**src/rtl/inst_fetch_pkg.sv**
```systemverilog
// -----------------------------------------------------------------------------
// inst_fetch_pkg
// Shared types and constants for the byte-wise instruction fetch unit.
//   addr_t / word_t / inst_t : 32-bit byte address, data word, instruction word
//   bcnt_t                   : byte counter; one extra bit so that "all four
//                              addresses issued" (count 4) is representable
//   NOP_INST                 : instruction presented out of reset
// -----------------------------------------------------------------------------
package inst_fetch_pkg;

    typedef logic [31:0] addr_t;
    typedef logic [31:0] word_t;
    typedef logic [31:0] inst_t;
    typedef logic [2:0]  bcnt_t;

    localparam inst_t NOP_INST       = 32'h0000_0013;
    localparam int    BYTES_PER_INST = 4;
    localparam addr_t INST_STRIDE    = 32'd4;

    // Byte address of byte k of the instruction at base (wraps at 2^32).
    function automatic addr_t byte_addr(input addr_t base, input bcnt_t k);
        return base + addr_t'(k);
    endfunction

endpackage

```
**src/rtl/inst_fetch_assembler.sv**
```systemverilog
// -----------------------------------------------------------------------------
// inst_assembler
// Byte-merging datapath: byte counter, one-cycle read-return tracker and four
// byte registers, each with its own write enable.
//   clk, rst_n : clock, asynchronous active-low reset
//   en_i       : global enable; all state holds while low
//   clr_i      : restart a fetch (counter to 0, partial bytes discarded,
//                any in-flight return ignored)
//   issue_i    : the address for byte cnt_o is on the bus this cycle
//   din_i      : read byte, returned one cycle after its address
//   cnt_o      : index of the next byte address to issue (0..4)
//   last_o     : byte 3 is being returned this cycle
//   word_o     : assembled little-endian word, with the byte returning this
//                cycle already merged in
// -----------------------------------------------------------------------------
module inst_assembler
    import inst_fetch_pkg::*;
(
    input  logic       clk,
    input  logic       rst_n,
    input  logic       en_i,
    input  logic       clr_i,
    input  logic       issue_i,
    input  logic [7:0] din_i,
    output bcnt_t      cnt_o,
    output logic       last_o,
    output word_t      word_o
);

    bcnt_t      cnt_q, cnt_d;
    logic       cap_vld_q, cap_vld_d;   // a byte returns this cycle
    logic [1:0] cap_idx_q, cap_idx_d;   // which byte it is

    always_comb begin
        cnt_d     = cnt_q;
        cap_vld_d = cap_vld_q;
        cap_idx_d = cap_idx_q;
        if (clr_i) begin
            cnt_d     = '0;
            cap_vld_d = 1'b0;
            cap_idx_d = '0;
        end else begin
            cnt_d     = issue_i ? cnt_q + 3'd1 : cnt_q;
            // Return tracking follows the bus, not the counter: a grant gap
            // simply produces a cycle with nothing to capture.
            cap_vld_d = issue_i;
            cap_idx_d = cnt_q[1:0];
        end
    end

    always_ff @(posedge clk or negedge rst_n) begin
        if (!rst_n) begin
            cnt_q     <= '0;
            cap_vld_q <= 1'b0;
            cap_idx_q <= '0;
        end else if (en_i) begin
            cnt_q     <= cnt_d;
            cap_vld_q <= cap_vld_d;
            cap_idx_q <= cap_idx_d;
        end
    end

    genvar gi;
    generate
        for (gi = 0; gi < BYTES_PER_INST; gi++) begin : g_byte
            logic [7:0] byte_q;
            logic       sel;
            logic       wr_en;

            assign sel   = cap_vld_q && (cap_idx_q == 2'(gi));
            assign wr_en = en_i && !clr_i && sel;

            always_ff @(posedge clk or negedge rst_n) begin
                if (!rst_n) begin
                    byte_q <= '0;
                end else if (en_i && clr_i) begin
                    byte_q <= '0;
                end else if (wr_en) begin
                    byte_q <= din_i;
                end
            end

            // Bypass the returning byte so the full word is usable in the
            // same cycle the last byte arrives.
            assign word_o[8*gi +: 8] = sel ? din_i : byte_q;
        end
    endgenerate

    assign cnt_o  = cnt_q;
    assign last_o = cap_vld_q && (cap_idx_q == 2'd3);

endmodule

```
**src/rtl/inst_fetch.sv**
```systemverilog
// -----------------------------------------------------------------------------
// inst_fetch
// Fetches 32-bit instructions one byte at a time over an 8-bit memory bus.
//   clk, rst_n : clock, asynchronous active-low reset
//   rdy        : global enable; all state and outputs hold while low
//   jump_en    : one-cycle redirect to jump_addr (highest priority)
//   jump_addr  : redirect target pc (no alignment check)
//   stall      : decoder cannot accept an instruction
//   mem_req    : bus request (WAIT_GRANT and READ)
//   mem_grant  : bus owned this cycle
//   mem_addr   : byte address, fetch_pc + byte counter
//   mem_din    : read byte, returned one cycle after its address
//   hit        : pc/inst valid this cycle (one cycle per instruction)
//   pc, inst   : address and assembled instruction
// The first byte address goes out in the WAIT_GRANT cycle the grant arrives,
// so hit follows the first granted address by exactly five cycles.
// -----------------------------------------------------------------------------
module inst_fetch
    import inst_fetch_pkg::*;
(
    input  logic       clk,
    input  logic       rst_n,
    input  logic       rdy,
    input  logic       jump_en,
    input  addr_t      jump_addr,
    input  logic       stall,
    output logic       mem_req,
    input  logic       mem_grant,
    output addr_t      mem_addr,
    input  logic [7:0] mem_din,
    output logic       hit,
    output addr_t      pc,
    output inst_t      inst
);

    typedef enum logic [1:0] {
        IDLE       = 2'd0,
        WAIT_GRANT = 2'd1,
        READ       = 2'd2,
        VALID      = 2'd3
    } state_t;

    state_t state_q, state_d;
    addr_t  fetch_pc_q, fetch_pc_d;
    addr_t  pc_q, pc_d;
    inst_t  inst_q, inst_d;

    logic   asm_clr, asm_issue, asm_last;
    bcnt_t  asm_cnt;
    word_t  asm_word;

    always_comb begin
        state_d    = state_q;
        fetch_pc_d = fetch_pc_q;
        pc_d       = pc_q;
        inst_d     = inst_q;
        hit        = 1'b0;
        asm_clr    = 1'b0;
        asm_issue  = 1'b0;
        mem_req    = (state_q == WAIT_GRANT) || (state_q == READ);

        if (rdy) begin
            if (jump_en) begin
                // Redirect wins over everything, including a pending hit.
                fetch_pc_d = jump_addr;
                asm_clr    = 1'b1;
                state_d    = WAIT_GRANT;
            end else begin
                unique case (state_q)
                    IDLE: state_d = WAIT_GRANT;
                    WAIT_GRANT: begin
                        if (mem_grant) begin
                            asm_issue = 1'b1;
                            state_d   = READ;
                        end
                    end
                    READ: begin
                        asm_issue = mem_grant && !asm_cnt[2];
                        if (asm_last) begin
                            pc_d    = fetch_pc_q;
                            inst_d  = asm_word;
                            state_d = VALID;
                        end
                    end
                    VALID: begin
                        if (!stall) begin
                            hit        = 1'b1;
                            fetch_pc_d = fetch_pc_q + INST_STRIDE;
                            asm_clr    = 1'b1;
                            state_d    = WAIT_GRANT;
                        end
                    end
                    default: state_d = IDLE;
                endcase
            end
        end
    end

    always_ff @(posedge clk or negedge rst_n) begin
        if (!rst_n) begin
            state_q    <= IDLE;
            fetch_pc_q <= '0;
            pc_q       <= '0;
            inst_q     <= NOP_INST;
        end else begin
            state_q    <= state_d;
            fetch_pc_q <= fetch_pc_d;
            pc_q       <= pc_d;
            inst_q     <= inst_d;
        end
    end

    inst_assembler u_asm (
        .clk     (clk),
        .rst_n   (rst_n),
        .en_i    (rdy),
        .clr_i   (asm_clr),
        .issue_i (asm_issue),
        .din_i   (mem_din),
        .cnt_o   (asm_cnt),
        .last_o  (asm_last),
        .word_o  (asm_word)
    );

    assign mem_addr = byte_addr(fetch_pc_q, asm_cnt);
    assign pc       = pc_q;
    assign inst     = inst_q;

endmodule

```
**config.mk**
```make
export PLATFORM = sky130hd
export DESIGN_NAME = inst_fetch
export DESIGN_NICKNAME = d
export VERILOG_FILES = /design/src/rtl/inst_fetch_pkg.sv /design/src/rtl/inst_fetch_assembler.sv /design/src/rtl/inst_fetch.sv
export SDC_FILE = /design/constraint.sdc
export NUM_CORES = 1
export LEC_CHECK = 0
export CAP_MARGIN = 0
export CORE_ASPECT_RATIO = 0.5
export CORE_UTILIZATION = 30
export DETAILED_ROUTE_END_ITERATION = 10
export GPL_ROUTABILITY_DRIVEN = 0
export MAX_ROUTING_LAYER = met4
export SLEW_MARGIN = 20
export SYNTH_ARGS = -nofsm -noshare
export SYNTH_HDL_FRONTEND = slang
export SYNTH_HIERARCHICAL = 1
export SYNTH_SLANG_ARGS = --single-unit
```
**constraint.sdc**
```tcl
create_clock -name clk -period 7.7 [get_ports clk]
set_input_delay 2.31 -clock clk [delete_from_list [all_inputs] [get_ports clk]]
set_output_delay 2.31 -clock clk [all_outputs]
set_load 0.03 [all_outputs]
```
==> summary.txt <==
CTS
  • Setup Buffers After CTS: 0
  • Worst skew pair latency: 410 ps
  • Resized cells post-CTS: 0
  • CTS tree: yes
  • Cts bufs inserted: 17
  • Clock sinks: 136
  • Clock buffer depth: 2
  • CTS Root Cell: clkbuf_16
  • CTS H-tree lvls: 4
  • Worst-path clk slew: 60 ps
  • CTS Hold Buffers Added: 0

Yosys
  • Number of flops mapped to enable cells by yosys: 0
  • Post-Synthesis Cells: 720
  • Cell Area, Synth: 0.00728 mm²
  • Avg Inst Size Synth: 10.1 µm²
  • Synth cell types: 71
  • Synth warn: 6
  • Sequential share of the synthesized area: 46.8%
  • Mapped Nets: 776
  • Synth Register Bits: 136
  • Synth Flop Type: dfrtp_1
  • Ys async rst share: 100%

Floorplanning
  • I/O pin count: 144
  • Die width: 222 µm
  • Core Footprint: 0.0233 mm²
  • Die Ht: 112 µm
  • # rows: 39
  • Initial Util: 31.2%
  • Die area: 0.0249 mm²

STA
  • Worst Tran Pin Value: 1080 ps
  • Fmax achieved: 0.155 GHz
  • Slew Viols, Final: 0
  • RSZ-0062 raised after global routing: false
  • Min Tclk post-route: 6460 ps
  • Final worst slack: 1240 ps
  • Rel. slew slack: 28.1%
  • Fin crit share: 83.9%
  • Fin Clk Skew: 8.27 ps
  • Final hold vios: 0
  • Setup violators final: 0
  • Final TNS setup: 0 ps

Worst setup path
  • Worst EP required: 5390 ps
  • Worst reg2reg path startpoint: state_q[0]$_DFFE_PN0P_
  • Crit path max-delay family: buffers and inverters
  • R2R Path End: u_asm/g_byte[3].byte_q[1]$_DFFE_PN0P_
  • CP cell instances: clkdlybuf4s50_1, nand3b_1, nor2_1, clkdlybuf4s50_1
  • Worst reg2reg path depth: 8
  • Setup crit start kind: input pin
  • Crit Path Max Fanout: 7
  • Crit Path Category: input pin to primary output
  • CP endpoint kind: primary output
  • CP most frequent cell: clkdlybuf4s50_1
  • Slowest CP cell: clkdlybuf4s50_1
  • Arrival time at the worst endpoint: 4150 ps
  • WP buf/inv: 2
  • R2R Setup Slk: 5070 ps
  • CP max stage delay: 730 ps

Detailed routing
  • DR iter-0 viols: 447
  • Metal-1 WL: 9930 µm
  • Wire length on met2: 10200 µm
  • Met3 Wirelength: 622 µm
  • Routed WL per cell: 18.2 µm
  • Vias: 5972
  • Final WL: 21000 µm
  • Max layer used: met4
  • Avg Vias per Cell: 5.19
  • Number of remaining DRC errors: 0
  • Drt pass-1 iters: 5
  • ANT nets after route: 0

GRT
  • Gr ovfl total: 0
  • Initial antenna violation count: 0
  • Vias in the first global route: 5827
  • Total track usage: 17.6%
  • Largest net degree at the start of global routing: 89
  • First-pass GRT wire length: 33200 µm

Power and ir drop
  • Leakage power: 4.20 nW
  • Pwr dens: 266 mW/mm²
  • Max IR drop VDD: 117 µV

Placed design
  • Port buffer count: 143
  • Place WS: 1210 ps
  • Placed Instances: 1120
  • Hpwl dp: 14500 µm

Layout
  • Fill count: 2230
  • Area Growth Syn to Fin: 30.6%
  • ANT cells: 0
  • Commonest non-fill, non-tap cell in the layout: clkdlybuf4s50_1
  • Fraction of layout instances using a drive strength above 1: 16.1%
  • Layout Cells excl Fill: 1151
  • Final core occ: 40.8%
  • Nets: 888
  • Most frequent cells in the layout: clkdlybuf4s50_1 (142), dfrtp_1 (133), nand2_1 (90)

Min path
  • Hold depth: 1
  • Worst Hold End: u_asm/g_byte[3].byte_q[2]$_DFFE_PN0P_
  • Worst Hold Class: register to register
  • Hold Path Origin: u_asm/g_byte[3].byte_q[2]$_DFFE_PN0P_

Run
  • Max-Cap Viols: 0

Run status
  • Outcome: complete, no violations
-- metrics by stage --
step | hold WS (ps) | cell area (µm²) | total power [W]
3_3_place_gp | 483 | 8890 | 0.00168
2_1_floorplan | 466 | 7280 | 0.00142
4_1_cts | 500 | 9510 | 0.00255
5_1_grt | 521 | 9510 | 0.00267
3_5_place_dp | 488 | 8890 | 0.00169
6_report | 502 | 9510 | 0.00253
-- how the worst max path moves through the flow --
stage                from  end  depth (start not counted)
floorplan             rdy  hit                          3
global placement      rdy  hit                          4
detailed placement    rdy  hit                          4
CTS                   rdy  hit                          4
global route        stall  hit                          4
finish                rdy  hit                          4
-- flip-flops by register name, summed over array words and instances, names as in the netlist --
| name | count |
|---|---|
| fetch_pc_q | 32 |
| inst | 32 |
| pc | 32 |
| state_q | 2 |
| u_asm/cap_idx_q | 2 |
| u_asm/cap_vld_q | 1 |
| u_asm/cnt_o | 3 |
| u_asm/g_byte.byte_q | 32 |
-- cells by family after synthesis --
kind of cell,Yosys count,share of synthesized area (%)
and+or+nand+nor,228,16.4
AOI/OAI and AO/OA,149,14.0
DFF,136,46.8
buffers and inverters,89,5.29
muxes,78,12.1
xor gates and xnor gates,30,3.61
adders and majority gates,10,1.82
-- where the power goes --
group / total [W] / switching, W / internal (W)
clock: 0.000848 / 0.000315 / 0.000533
sequential: 0.000956 / 0.000146 / 0.000810
combinational: 0.000727 / 0.000407 / 0.000320
-- Yosys cell counts, types with 9 or more instances --
master,n,area share [%]
clkbuf_1,35,1.8
o22ai_1,26,2.2
nand4_1,13,1.1
and3_1,14,1.2
ha_1,9,1.5
nor3_1,9,0.62
buf_2,13,0.89
a22oi_1,19,2.0
o21ai_0,25,1.7
xor2_1,12,1.4
inv_1,30,1.5
nor2b_1,9,0.77
nor2_1,30,1.5
nand2_1,90,4.6
xnor2_1,18,2.2
nand3_1,19,1.3
a22o_1,14,1.7
dfrtp_1,133,46
mux2_2,76,12
a21oi_1,21,1.4
-- layer usage --
metal  GRT usage [%]  vias to the layer above
met4            4.54                        0
met2            27.5                      127
met3            3.17                       28
li1                -                     2811
met5               -                        -
met1            23.5                     3006
-- area by class of cell --
class                      count  area (µm²)  share of cell area [%]
multi-input combinational    495        3490                    36.7
sequential                   136        3410                    35.8
timing repair buffer         151        1490                    15.7
clock buffer                  20         467                    4.91
tap                          307         384                    4.04
clock inverter                11         148                    1.55
inverter                      31         116                    1.22
Power figures use the tool's default switching activity.
